File: config.mk
export PLATFORM = sky130hd
export DESIGN_NAME = pmod_frame_receiver
export DESIGN_NICKNAME = d
export VERILOG_FILES = /design/src/rtl/pmod_rx_pkg.sv /design/src/rtl/rx_frame_fifo.sv /design/src/rtl/pmod_frame_receiver.sv
export SDC_FILE = /design/constraint.sdc
export NUM_CORES = 1
export LEC_CHECK = 0
export CAP_MARGIN = 20
export CORE_ASPECT_RATIO = 0.7
export CORE_MARGIN = 4
export CORE_UTILIZATION = 59
export CTS_CLUSTER_SIZE = 24
export DETAILED_ROUTE_END_ITERATION = 7
export PLACE_DENSITY = 0.81
export SYNTH_ARGS = -nofsm -noshare
export SYNTH_HDL_FRONTEND = slang
export SYNTH_SLANG_ARGS = --single-unit
File: constraint.sdc
create_clock -name CLK -period 2.45 [get_ports CLK]
set_input_delay 0.6125 -clock CLK [delete_from_list [all_inputs] [get_ports CLK]]
set_output_delay 0.6125 -clock CLK [all_outputs]
set_load 0.01 [all_outputs]
File: src/rtl/pmod_rx_pkg.sv
// pmod_rx_pkg: shared types and constants for the PMOD frame receiver.
//   rx_state_e  - frame state machine encoding
//   DEF_*       - default frame width, FIFO depth and synchronizer length
//   ERR_CNT_W   - width of the saturating frame-error counter
package pmod_rx_pkg;

  localparam int unsigned DEF_WIDTH       = 16;
  localparam int unsigned DEF_DEPTH       = 4;
  localparam int unsigned DEF_SYNC_STAGES = 2;
  localparam int unsigned ERR_CNT_W       = 8;

  typedef enum logic [1:0] {
    WAIT_IDLE = 2'd0,
    IDLE      = 2'd1,
    SHIFT     = 2'd2
  } rx_state_e;

  // Increment that holds at all-ones.
  function automatic logic [ERR_CNT_W-1:0] sat_inc(input logic [ERR_CNT_W-1:0] v);
    return (v == '1) ? v : v + ERR_CNT_W'(1);
  endfunction

endpackage

File: src/rtl/rx_frame_fifo.sv
// rx_frame_fifo: DEPTH x WIDTH show-ahead FIFO for received frames.
//   CLK, RST_N   - clock, asynchronous active-low reset
//   i_push       - write i_push_data (ignored when full unless popping too)
//   i_pop        - drop head entry (ignored when empty)
//   o_data       - head entry, valid whenever o_empty is low
//   o_full       - all DEPTH entries occupied
//   o_empty      - no entries
module rx_frame_fifo #(
  parameter int unsigned WIDTH = 16,
  parameter int unsigned DEPTH = 4
) (
  input  logic             CLK,
  input  logic             RST_N,
  input  logic             i_push,
  input  logic [WIDTH-1:0] i_push_data,
  input  logic             i_pop,
  output logic [WIDTH-1:0] o_data,
  output logic             o_full,
  output logic             o_empty
);

  localparam int unsigned AW    = $clog2(DEPTH);
  localparam int unsigned PTR_W = AW + 1;

  logic [WIDTH-1:0] r_mem [DEPTH];
  logic [PTR_W-1:0] r_wr_ptr;
  logic [PTR_W-1:0] r_rd_ptr;
  logic             w_do_push;
  logic             w_do_pop;

  // Pointers carry one wrap bit so full and empty are distinguishable.
  assign o_empty = (r_wr_ptr == r_rd_ptr);
  assign o_full  = (r_wr_ptr[AW] != r_rd_ptr[AW]) &&
                   (r_wr_ptr[AW-1:0] == r_rd_ptr[AW-1:0]);

  assign w_do_pop  = i_pop && !o_empty;
  // A pop in the same cycle frees the slot the push lands in.
  assign w_do_push = i_push && (!o_full || w_do_pop);

  assign o_data = r_mem[r_rd_ptr[AW-1:0]];

  always_ff @(posedge CLK or negedge RST_N) begin
    if (!RST_N) begin
      r_wr_ptr <= '0;
      r_rd_ptr <= '0;
      for (int unsigned i = 0; i < DEPTH; i++) begin
        r_mem[i] <= '0;
      end
    end else begin
      if (w_do_push) begin
        r_mem[r_wr_ptr[AW-1:0]] <= i_push_data;
        r_wr_ptr                <= r_wr_ptr + PTR_W'(1);
      end
      if (w_do_pop) begin
        r_rd_ptr <= r_rd_ptr + PTR_W'(1);
      end
    end
  end

endmodule

File: src/rtl/pmod_frame_receiver.sv
// pmod_frame_receiver: receive side of the 3-wire PMOD serial link.
// Oversamples CS_N/SDAT/SCLK on CLK, deserializes LSB-first frames on SCLK
// falling edges, checks the bit count and queues good frames in a FIFO.
//   CLK, RST_N         - system clock, asynchronous active-low reset
//   CS_N_IN, SDAT_IN,
//   SCLK_IN            - asynchronous link pins
//   FRAME_DATA/VALID/
//   READY              - show-ahead valid/ready frame output
//   FRAME_ERR          - one-cycle pulse on a frame with bit count != WIDTH
//   OVERFLOW           - sticky: good frame dropped on a full FIFO
//   ERR_COUNT          - saturating count of FRAME_ERR pulses
//   BUSY               - receiving a frame
module pmod_frame_receiver
  import pmod_rx_pkg::*;
#(
  parameter int unsigned WIDTH       = DEF_WIDTH,
  parameter int unsigned DEPTH       = DEF_DEPTH,
  parameter int unsigned SYNC_STAGES = DEF_SYNC_STAGES
) (
  input  logic                 CLK,
  input  logic                 RST_N,
  input  logic                 CS_N_IN,
  input  logic                 SDAT_IN,
  input  logic                 SCLK_IN,
  output logic [WIDTH-1:0]     FRAME_DATA,
  output logic                 FRAME_VALID,
  input  logic                 FRAME_READY,
  output logic                 FRAME_ERR,
  output logic                 OVERFLOW,
  output logic [ERR_CNT_W-1:0] ERR_COUNT,
  output logic                 BUSY
);

  localparam int unsigned CNT_W   = $clog2(WIDTH + 2);
  localparam int unsigned PRIME_W = $clog2(SYNC_STAGES + 2);
  localparam logic [CNT_W-1:0]   CNT_FULL  = CNT_W'(WIDTH);
  localparam logic [CNT_W-1:0]   CNT_SAT   = CNT_W'(WIDTH + 1);
  localparam logic [PRIME_W-1:0] PRIME_END = PRIME_W'(SYNC_STAGES + 1);

  // Input synchronizers and edge detection
  logic [SYNC_STAGES-1:0] r_cs_sync;
  logic [SYNC_STAGES-1:0] r_sdat_sync;
  logic [SYNC_STAGES-1:0] r_sclk_sync;
  logic                   r_cs_d;
  logic                   r_sclk_d;
  logic                   w_cs;
  logic                   w_sdat;
  logic                   w_sclk;
  logic                   w_cs_fall;
  logic                   w_cs_rise;
  logic                   w_sclk_fall;

  always_ff @(posedge CLK or negedge RST_N) begin
    if (!RST_N) begin
      r_cs_sync   <= '1;
      r_sdat_sync <= '0;
      r_sclk_sync <= '1;
      r_cs_d      <= 1'b1;
      r_sclk_d    <= 1'b1;
    end else begin
      r_cs_sync   <= {r_cs_sync[SYNC_STAGES-2:0],   CS_N_IN};
      r_sdat_sync <= {r_sdat_sync[SYNC_STAGES-2:0], SDAT_IN};
      r_sclk_sync <= {r_sclk_sync[SYNC_STAGES-2:0], SCLK_IN};
      r_cs_d      <= w_cs;
      r_sclk_d    <= w_sclk;
    end
  end

  assign w_cs        = r_cs_sync[SYNC_STAGES-1];
  assign w_sdat      = r_sdat_sync[SYNC_STAGES-1];
  assign w_sclk      = r_sclk_sync[SYNC_STAGES-1];
  assign w_cs_fall   = r_cs_d & ~w_cs;
  assign w_cs_rise   = ~r_cs_d & w_cs;
  assign w_sclk_fall = r_sclk_d & ~w_sclk;

  // The CS_N chain resets to 1, so right after reset it reads "idle" before
  // the real pin level has arrived. Hold WAIT_IDLE until the chain and the
  // edge-detect copy have been refilled from the pin.
  logic [PRIME_W-1:0] r_prime_cnt;
  logic               w_primed;

  assign w_primed = (r_prime_cnt == PRIME_END);

  always_ff @(posedge CLK or negedge RST_N) begin
    if (!RST_N) begin
      r_prime_cnt <= '0;
    end else if (!w_primed) begin
      r_prime_cnt <= r_prime_cnt + PRIME_W'(1);
    end
  end

  // Frame state machine
  rx_state_e r_state;
  rx_state_e w_state_nxt;
  logic      w_frame_end;
  logic      w_push;
  logic      w_frame_err;

  always_ff @(posedge CLK or negedge RST_N) begin
    if (!RST_N) begin
      r_state <= WAIT_IDLE;
    end else begin
      r_state <= w_state_nxt;
    end
  end

  always_comb begin
    w_state_nxt = r_state;
    unique case (r_state)
      WAIT_IDLE: if (w_primed && w_cs) w_state_nxt = IDLE;
      IDLE:      if (w_cs_fall)        w_state_nxt = SHIFT;
      SHIFT:     if (w_cs_rise)        w_state_nxt = IDLE;
      default:                         w_state_nxt = WAIT_IDLE;
    endcase
  end

  logic [WIDTH-1:0] r_shift;
  logic [CNT_W-1:0] r_count;

  always_comb begin
    BUSY        = 1'b0;
    w_frame_end = 1'b0;
    w_push      = 1'b0;
    w_frame_err = 1'b0;
    if (r_state == SHIFT) begin
      BUSY        = 1'b1;
      w_frame_end = w_cs_rise;
      w_push      = w_cs_rise && (r_count == CNT_FULL);
      w_frame_err = w_cs_rise && (r_count != CNT_FULL);
    end
  end

  assign FRAME_ERR = w_frame_err;

  // Shift register and bit counter; the frame-end edge wins over a strobe
  // landing in the same cycle.
  always_ff @(posedge CLK or negedge RST_N) begin
    if (!RST_N) begin
      r_shift <= '0;
      r_count <= '0;
    end else if (r_state == IDLE && w_cs_fall) begin
      r_shift <= '0;
      r_count <= '0;
    end else if (r_state == SHIFT && w_sclk_fall && !w_frame_end) begin
      for (int unsigned i = 0; i < WIDTH; i++) begin
        if (r_count == CNT_W'(i)) begin
          r_shift[i] <= w_sdat;
        end
      end
      if (r_count != CNT_SAT) begin
        r_count <= r_count + CNT_W'(1);
      end
    end
  end

  // Output FIFO, overflow flag and error counter
  logic w_pop;
  logic w_full;
  logic w_empty;
  logic r_overflow;
  logic [ERR_CNT_W-1:0] r_err_count;

  assign FRAME_VALID = ~w_empty;
  assign w_pop       = FRAME_VALID && FRAME_READY;

  rx_frame_fifo #(
    .WIDTH (WIDTH),
    .DEPTH (DEPTH)
  ) u_fifo (
    .CLK         (CLK),
    .RST_N       (RST_N),
    .i_push      (w_push),
    .i_push_data (r_shift),
    .i_pop       (w_pop),
    .o_data      (FRAME_DATA),
    .o_full      (w_full),
    .o_empty     (w_empty)
  );

  always_ff @(posedge CLK or negedge RST_N) begin
    if (!RST_N) begin
      r_overflow  <= 1'b0;
      r_err_count <= '0;
    end else begin
      if (w_push && w_full && !w_pop) begin
        r_overflow <= 1'b1;
      end
      if (w_frame_err) begin
        r_err_count <= sat_inc(r_err_count);
      end
    end
  end

  assign OVERFLOW  = r_overflow;
  assign ERR_COUNT = r_err_count;

endmodule

==> impl_metrics.yaml <==
timing:
  rsz0062_at_grt: "false"
  hold_violations: 0
  clock_skew_ns: 0.007610
  max_freq_ghz: 0.4169
  period_needed_ns: 2.399
  maxSlewHeadroom_pct: 66.76
  setup_slack_ns: 0.05110
  maxSlewViolCount: 0
  worst_pin_slew_ns: 0.4974
  setup_viol: 0
  fin_crit_sh_pct: 97.91
clock_network:
  htreeDepth: 3
  clkTransAtPathRegs_ns: 0.07
  cts_buffers: 9
  clock_latency_ns: 0.35
  cts.sink_count: 112
  clockBufferDepth: 2
  cts_tree: "built"
  cts-root-buf: "clkbuf_16"
floorplanning:
  io_pins: 34
  start_util_pct: 60.34
  dieWidth_um: 119.1
  die_area_um2: 10210
  die_height_um: 85.75
  core-area_um2: 8443
  rows: 28
synthesis:
  yosysTopAreaCellShare_pct: 52.06
  synth_cells: 350
  synthesis.area_um2: 5095
  synth-edff-count: 0
  synthesis.nets: 368
  ys_seq_elements: 112
  yosys_warnings: 0
  synth_top_family_by_area: "multiplexers"
  synth_compound_area_share_pct: 4.494
  synthMuxAreaShare_pct: 23.92
  synthSimpleGateAreaFrac_pct: 8.276
  yosys.area.top_type: "dfrtp_1"
  synth-adder-area-share_pct: 2.947
  synthTopCellsByCount: "dfrtp_1 (106), mux2_2 (68), nand2_1 (21)"
  synthArstFlopShare_pct: 100.0
  syn_area_per_cell_um2: 14.56
  yosysSeqAreaShare_pct: 55.16
  synth.most_common_cell: "dfrtp_1"
  synthXorXnorAreaFrac_pct: 2.407
  synth_area_leaders: "dfrtp_1 (52%), mux2_2 (15%), mux4_2 (4.4%)"
  synth_ff_type: "dfrtp_1"
  ys_types: 40
critical_path:
  crit_path_end: "FRAME_DATA[4]"
  critical_path.cell_chain: "clkbuf_16 -> mux4_2 -> dlygate4sd2_1"
  cp_slowest_cell: "mux4_2"
  reg2reg_to: "u_fifo.r_mem[15]"
  start_kind: "register"
  critPathRequiredTime_ns: 1.84
  reg2reg_from: "r_count[1]"
  critPathKind: "reg -> out"
  critPathBufInv: 2
  critPathTopFamily: "buffers and inverters"
  cpPeakStageDelay_ns: 0.51
  cp_max_fo: 9
  end_kind: "primary output"
  crit_start: "u_fifo.r_rd_ptr[0]"
  r2r_setup_slack_ns: 0.18
  cp.arrival_ns: 1.79
  cp.depth: 3
  reg2reg_depth: 8
drt:
  viasPerCell: 5.983
  avgRoutedWirePerCell_um: 19.81
  detail-route-antenna-nets: 0
  drt_iter0_markers: 278
  drt_pre_antenna_iters: 4
  drc: 0
  vias: 3093
  wl_um: 10240
placement:
  place_congestion: 0.7961
  io_buffers: 33
  dp_slack_ns: 0.004019
  dp_hpwl_um: 6517
layout:
  drive_gt1_share_pct: 33.00
  syn_to_final_growth_pct: 17.22
  final_nets: 410
  antenna_cells: 0
  final_util_pct: 70.73
  seqCellArea_um2: 2811
  n_fill_cell: 560
  multi_input_area_um2: 2135
pwr:
  leakagePower_nw: 2.836
  sw_frac_of_total_pct: 21.70
  seqPwrFrac_pct: 50.8
  internal-power_mw: 2.970
  power_density_nw_per_um2: 635.1
  p_clk_share_pct: 43.8
  combPwrFrac_pct: 5.4
  max-vdd-ir-drop_v: 0.0003958
  switching_power_uw: 823.1
global_route:
  antenna_found_initial: 0
  grt_max_degree: 56
  grt_first_pass_wirelength_um: 17000
  grt_pass1_vias: 3206
  grt_overflow_total: 0
  track_usage_pct: 21.42
run_status:
  status: "finished clean"
min_path:
  holdCritPathClass: "in -> async"
run:
  cap_violations: 0
==> cell families (layout without fill, tap and decap cells) <==
family	after synthesis	in the layout
flip-flops	112	112
multiplexers	91	91
AND/OR/NAND/NOR	66	66
AO/OA/AOI/OAI	31	31
buffers and inverters	24	71
XOR/XNOR	14	14
adder cells (fa/ha/maj)	12	12
==> worst min-delay path by stage <==
stage,to,slack [ns],depth (start not counted)
detailed placement,r_cs_sync[1],0.35,0
finish,u_fifo.r_mem[0],0.19,1
global placement,r_sdat_sync[1],0.33,0
CTS,u_fifo.r_mem[50],0.19,1
floorplan,ERR_COUNT[0],0.32,0
global route,u_fifo.r_mem[0],0.20,1
==> layout make-up <==
class                      instances  area share (%)
clock buffer                       9           3.771
clock inverter                     7           2.011
timing repair buffer              47           8.380
multi-input combinational        214           35.74
sequential                       112           47.08
tap                              120           2.514
inverter                           8          0.5028
==> layer usage <==
metal	track usage, %	vias to the layer above	part of all wire [%]
li1	-	1379	-
met1	29.53	1626	46
met2	34.44	81	49
met3	5.801	7	4.9
met4	5.258	0	0.77
met5	0	-	0
==> state kept, by name, indices dropped and copies added, names as in the netlist <==
name,cells
ERR_COUNT,8
OVERFLOW,1
r_count,5
r_cs_d,1
r_cs_sync,2
r_prime_cnt,2
r_sclk_d,1
r_sclk_sync,2
r_sdat_sync,2
r_shift,16
r_state,2
u_fifo.r_mem,64
u_fifo.r_rd_ptr,3
u_fifo.r_wr_ptr,3
==> placed cells by master, fill, tap and decap left out, types with 3 or more instances in the layout <==
cell / count
dfrtp_1: 105
mux2_2: 68
nand2_1: 21
dlygate4sd2_1: 16
mux4_2: 14
clkdlybuf4s50_1: 14
o31ai_1: 13
o211ai_1: 12
ha_1: 12
clkbuf_16: 10
nand3_1: 8
buf_4: 8
xor2_1: 7
inv_1: 7
nor2_1: 7
mux2i_1: 7
xnor2_1: 6
buf_12: 6
dfstp_2: 6
nor3_1: 4
nor3b_4: 4
and3_1: 3
bufinv_16: 3
==> timing repair <==
action | in CTS | in global routing
cloned | 0 | 1
gates resized for setup | 18 | 9
hold buffers | 0 | 0
setup endpoints to repair | 18 | 6
setup buffers | 1 | 0
==> per-stage QoR <==
stage / hold WS, ns / setup TNS (ns) / cells / total power, mW / instance area (um2)
6_report: 0.1891 / 0 / 517 / 3.793 / 5972
5_1_grt: 0.2003 / 0 / 517 / 3.944 / 5972
4_1_cts: 0.1880 / -0.01324 / 516 / 3.831 / 5956
3_5_place_dp: 0.3515 / 0 / 499 / 2.168 / 5625
3_3_place_gp: 0.3328 / 0 / 499 / 2.158 / 5625
2_1_floorplan: 0.3169 / 0 / 350 / 2.044 / 5095
==> power by group through the flow <==
stage	Clock (mW)	Combinational, mW	Sequential [mW]
4_1_cts	1.70	0.209	1.93
5_1_grt	1.78	0.232	1.93
3_3_place_gp	0	0.200	1.96
6_report	1.66	0.205	1.93
3_5_place_dp	0	0.205	1.96
2_1_floorplan	0	0.0842	1.96
No activity file was read; power rests on OpenSTA's default activity.
==> edit 1, RTL diff (same settings) <==
Change the package constant `DEF_SYNC_STAGES` from 2 to 4.
--- a/src/rtl/pmod_rx_pkg.sv
+++ b/src/rtl/pmod_rx_pkg.sv
@@ -6,7 +6,7 @@
 
   localparam int unsigned DEF_WIDTH       = 16;
   localparam int unsigned DEF_DEPTH       = 4;
-  localparam int unsigned DEF_SYNC_STAGES = 2;
+  localparam int unsigned DEF_SYNC_STAGES = 4;
   localparam int unsigned ERR_CNT_W       = 8;
 
   typedef enum logic [1:0] {
Formal check against the unedited RTL: not equivalent (a bounded check fails within 10 cycles, from zero or initial values and one cycle with RST_N low).
==> edit 1 against the unedited design <==
Maximum frequency fell by 0.51%; final area rose by 12%; sequential cell count rose by 7; routed wire length rose by 10%; setup slack got worse by 0.012 ns; register-to-register slack improved by 0.14 ns; power rose by 28%; global-route usage rose by 1.7 points; sequential share of layout area fell by 2.3 points; area after synthesis rose by 8.7%; critical path type unchanged; largest power group is now clock.
==> edit 1: results (changes against the unedited design) <==
- Post-synthesis sequential area ratio: 0.540 (-0.0117)
- Clk_lat worst skew: 0.41 ns (+0.06 ns)
- First-pass GRT wire length: 18700 um (+10%)
- GR Util All Layers: 0.232 (+0.0175)
- Slew @ Worst Pin: 0.498 ns (+0.000429 ns)
- Largest net degree at the start of global routing: 52 (-7.1%)
- Max FO, Critical Path: 3 (-6)
- Area post-placement: 6040 um^2 (+7.3%)
- Worst Path Arrival: 1.80 ns
- Syn_nets: 385 (+4.6%)
- Synth unique cells: 50 (+25%)
- Number of global-route vias before repair: 3461 (+8.0%)
- Final RePlAce weighted congestion: 0.846 (+6.2%)
- Final std cells w/o fill: 560 (+8.3%)
- Htree depth: 4 (+1)
- Share of post-route cells with drive strength above 1: 0.404 (+0.0737)
- Antenna diode count: 0 (unchanged)
- Port bufs: 33 (unchanged)
- Fill count: 573 (+2.3%)
- DRT iter0 DRCs: 245 (-12%)
- CTS clk-pin slew, worst paths: 0.05 ns (-0.02 ns)
- Syn Area/Cell: 15.1 um^2 (+4.0%)
- DRT Pass-1 Iters: 5 (+1)
- Routed vias/inst: 5.81 (-2.9%)
- Skew final: 0.0141 ns (+0.00645 ns)
- Largest Register: u_fifo.r_mem
- Detail Placement HPWL: 6760 um (+3.7%)
- Worst ir drop on vdd: 0.591 mV (+49%)
- Placed cell count: 520 (+4.2%)
- Max reg flops: 64 (unchanged)
- Fin nets: 442 (+7.8%)
- Top cells by count, synth: dfrtp_1, mux2_4, mux2_2, nand2_1
- Synth top area cells: dfrtp_1, mux2_4, mux2_2
- Worst min-delay path class: input pin to async pin
- P_leak: 3.19 nW (+12%)
- Status: finished clean
- TritonCTS buffer count: 17 (+8)
- DR WL/cell: 20.1 um (+1.6%)
-- edit 1: kinds of logic after synthesis --
kind of cell | Yosys count | synth area share
buffers and inverters | 29 | 0.0393
flip-flops | 119 | 0.540
multiplexers | 90 | 0.244
AO/OA/AOI/OAI | 36 | 0.0483
XOR/XNOR | 14 | 0.0269
adder cells (fa/ha/maj) | 13 | 0.0294
AND/OR/NAND/NOR | 65 | 0.0718
-- edit 1: where the power goes --
part	internal [mW]	leakage (nW)	total, mW	switching, mW
logic	0.104	1.28	0.242	0.138
registers	2.02	1.60	2.06	0.0414
clock network	1.70	0.304	2.55	0.846
-- edit 1: worst paths after layout --
check / start / endpoint / slack, ns / cells after the start
setup / recovery: u_fifo.r_rd_ptr[0]$_DFFE_PN0P_ / FRAME_DATA[4] / 0.04 / 5
hold / removal: RST_N / u_fifo.r_mem[58]$_DFFE_PN0P_ / 0.16 / 1
setup reg to reg: u_fifo.r_rd_ptr[0]$_DFFE_PN0P_ / u_fifo.r_mem[5]$_DFFE_PN0P_ / 0.32 / 7
hold reg to reg: r_sdat_sync[1]$_DFF_PN0_ / r_sdat_sync[2]$_DFF_PN0_ / 0.35 / 0
max in group asynchronous: RST_N / u_fifo.r_mem[23]$_DFFE_PN0P_ / 1.58 / 2
min in group CLK: r_sdat_sync[1]$_DFF_PN0_ / r_sdat_sync[2]$_DFF_PN0_ / 0.35 / 0
-- edit 1: per-layer routing --
metal  up-vias  track usage  share of wire
li1       1451            -              -
met3        10       0.0626          0.052
met1      1710        0.323           0.46
met5         -            0              0
met4         0       0.0915         0.0077
met2        82        0.352           0.48
-- edit 1: worst max-delay path, cell delays in order (launching register included) --
cell and delay [ns]:
dfrtp_2 0.44, buf_12 0.14, buf_8 0.12, buf_6 0.11
mux4_2 0.44, buf_6 0.14
-- edit 1: per-stage QoR --
| stage | worst slack, ns | total power [mW] |
|---|---|---|
| 2_1_floorplan | 0.488 | 2.19 |
| 3_3_place_gp | 0.134 | 2.32 |
| 3_5_place_dp | 0.0943 | 2.33 |
| 4_1_cts | -0.103 | 4.89 |
| 5_1_grt | -0.00919 | 5.01 |
| 6_report | 0.0389 | 4.85 |
-- edit 1: repair_timing --
item | in CTS | in global routing
pin swaps | 1 | 0
gates resized for setup | 64 | 19
setup buffers | 7 | 1
gates cloned | 1 | 0
setup endpoints to repair | 18 | 11
-- edit 1: final cells by class --
cell class              instances  area, um^2  share of cell area
flip-flops and latches        119        2990               0.448
multi-input cells             218        2330               0.348
repair buffers                 57         563              0.0842
clock buffers                  24         492              0.0736
well taps                     124         155              0.0232
clock inverters                 8         119              0.0178
inverters                      10        37.5             0.00562
==> edit 2, RTL diff (config.mk and constraints unchanged) <==
Made on the original files. Re-encode `rx_state_e` (3 states) as one-hot, 3 bits wide.
--- a/src/rtl/pmod_rx_pkg.sv
+++ b/src/rtl/pmod_rx_pkg.sv
@@ -9,10 +9,10 @@
   localparam int unsigned DEF_SYNC_STAGES = 2;
   localparam int unsigned ERR_CNT_W       = 8;
 
-  typedef enum logic [1:0] {
-    WAIT_IDLE = 2'd0,
-    IDLE      = 2'd1,
-    SHIFT     = 2'd2
+  typedef enum logic [2:0] {
+    WAIT_IDLE = 3'b001,
+    IDLE      = 3'b010,
+    SHIFT     = 3'b100
   } rx_state_e;
 
   // Increment that holds at all-ones.
Function: same outputs for any inputs over 10 cycles, from zero or initial values and one cycle with RST_N low; not proved beyond that.
==> edit 2 against the unedited design <==
Area after synthesis up 6.5%; sequential cell count grew 1; final area increased by 8.9%; routed wire length grew 13%; critical path depth unchanged; combinational power grew 12%; non-clock buffer count rose by 9; clock skew rose by 0.00069 ns; setup slack worse by 0.028 ns; power is 20% higher.
==> edit 2: results (changes against the unedited design) <==
- Area post-placement: 5940 um^2 (+5.6%)
- Design area: 6500 um^2 (+8.9%)
- Antenna diode count: 0 (unchanged)
- Initial antenna violation count: 0 (unchanged)
- First-pass GRT wire length: 19300 um (+13%)
- Longest Clk Path Bufs: 2 (unchanged)
- Final std cells w/o fill: 563 (+8.9%)
- Largest net degree at the start of global routing: 39 (-30%)
- Synth unique cells: 49 (+23%)
- Routed vias/inst: 5.95 (-0.54%)
- Slew @ Worst Pin: 0.458 ns (-0.0398 ns)
- Fill count: 578 (+3.2%)
- Final setup fails: 0 (unchanged)
- Detail Placement HPWL: 7240 um (+11%)
- CTS clk-pin slew, worst paths: 0.05 ns (-0.02 ns)
- Synth top area cells: dfrtp_1, mux2_4, mux2_2
- Post-synthesis sequential area ratio: 0.523 (-0.0286)
- Fin nets: 448 (+9.3%)
- CTS root buf: clkbuf_16
- Worst min-delay path class: input pin to async pin
- Clk_lat worst skew: 0.41 ns (+0.06 ns)
- Syn Inst Count: 373 (+6.6%)
- Max FO, Critical Path: 8 (-1)
- GR Util All Layers: 0.240 (+0.0260)
- Worst ir drop on vdd: 0.604 mV (+53%)
- P_leak: 3.06 nW (+7.9%)
- Syn_nets: 391 (+6.3%)
- Skew final: 0.00830 ns (+0.000691 ns)
- Placed cell count: 527 (+5.6%)
- DRT iter0 DRCs: 268 (-3.6%)
- Port bufs: 33 (unchanged)
- Top cells by count, synth: dfrtp_1, mux2_4, mux2_2, nand3_1, nand4_1
- Final RePlAce weighted congestion: 0.907 (+14%)
- Worst Path Arrival: 1.81 ns (+0.02 ns)
- TritonCTS buffer count: 17 (+8)
- Number of global-route vias before repair: 3555 (+11%)
- Share of post-route cells with drive strength above 1: 0.372 (+0.0425)
- Synth Warn #: 0 (unchanged)
- DR WL/cell: 20.5 um (+3.6%)
- DRT Pass-1 Iters: 5 (+1)
- Htree depth: 4 (+1)
- Post-place setup slack: 0.116 ns (+0.112 ns)
- Status: finished clean
- Asr flop ratio synth: 1.00 (unchanged)
- Largest Register: u_fifo.r_mem
## edit 2: cell count changes after synthesis, sizes merged, moves of 3 or more
cell,unedited run,this run
a21oi,1,10
and4,0,3
buf,10,13
nand2,22,13
nand2b,2,6
nand3,8,16
nand4,2,14
nor2b,2,6
nor3b,4,1
o211ai,12,4
o21ai,2,12
o31ai,13,4
xnor2,7,12
xor2,7,2
## edit 2: power by group
group / internal (mW) / total (mW) / switching (mW) / leakage (nW)
registers: 1.92 / 1.98 / 0.0623 / 1.54
logic: 0.0955 / 0.229 / 0.134 / 1.24
clock network: 1.55 / 2.34 / 0.797 / 0.287
## edit 2: critical path, stage by stage, from the launching register on
cell	delay, ns
dfrtp_2	0.46
buf_16	0.17
mux4_2	0.49
dlygate4sd2_1	0.29
## edit 2: repair_timing
action	in CTS	in global routing
endpoints found under the setup margin	18	12
buffers inserted	3	0
cloned	1	0
gates resized for setup	47	8
hold buffers	0	0
## edit 2: area by class of cell
class,count,share of cell area
sequential,113,0.436
multi-input combinational,235,0.367
timing repair buffer,56,0.0814
clock buffer,27,0.0804
tap,120,0.0231
clock inverter,5,0.00769
inverter,7,0.00404
## edit 2: cell families (layout without fill, tap and decap cells)
family                     Yosys count  in the layout  synth area share
DFF                                113            113             0.523
xor gates and xnor gates            14             14            0.0268
and+or+nand+nor                     83             83             0.100
adders and majority gates           12             12            0.0277
muxes                               90             90             0.248
buffers and inverters               25             95            0.0328
AOI/OAI and AO/OA                   36             36            0.0411
## edit 2: worst paths after layout
| kind | start | to | cells after the start | slack, ns |
|---|---|---|---|---|
| min in group CLK | r_sdat_sync[0]$_DFF_PN0_ | r_sdat_sync[1]$_DFF_PN0_ | 0 | 0.35 |
| hold reg to reg | r_sdat_sync[0]$_DFF_PN0_ | r_sdat_sync[1]$_DFF_PN0_ | 0 | 0.35 |
| setup / recovery | u_fifo.r_rd_ptr[0]$_DFFE_PN0P_ | FRAME_DATA[1] | 3 | 0.02 |
| setup reg to reg | r_count[0]$_DFFE_PN0P_ | u_fifo.r_mem[62]$_DFFE_PN0P_ | 6 | 0.28 |
| hold / removal | RST_N | u_fifo.r_mem[63]$_DFFE_PN0P_ | 1 | 0.15 |
| max in group asynchronous | RST_N | r_sclk_sync[0]$_DFF_PN1_ | 2 | 1.57 |
## edit 2: routing by layer
metal,GRT usage,up-vias,part of all wire
li1,-,1497,-
met1,0.334,1743,0.46
met2,0.373,92,0.48
met3,0.0645,18,0.047
met4,0.0793,0,0.011
met5,0,-,0
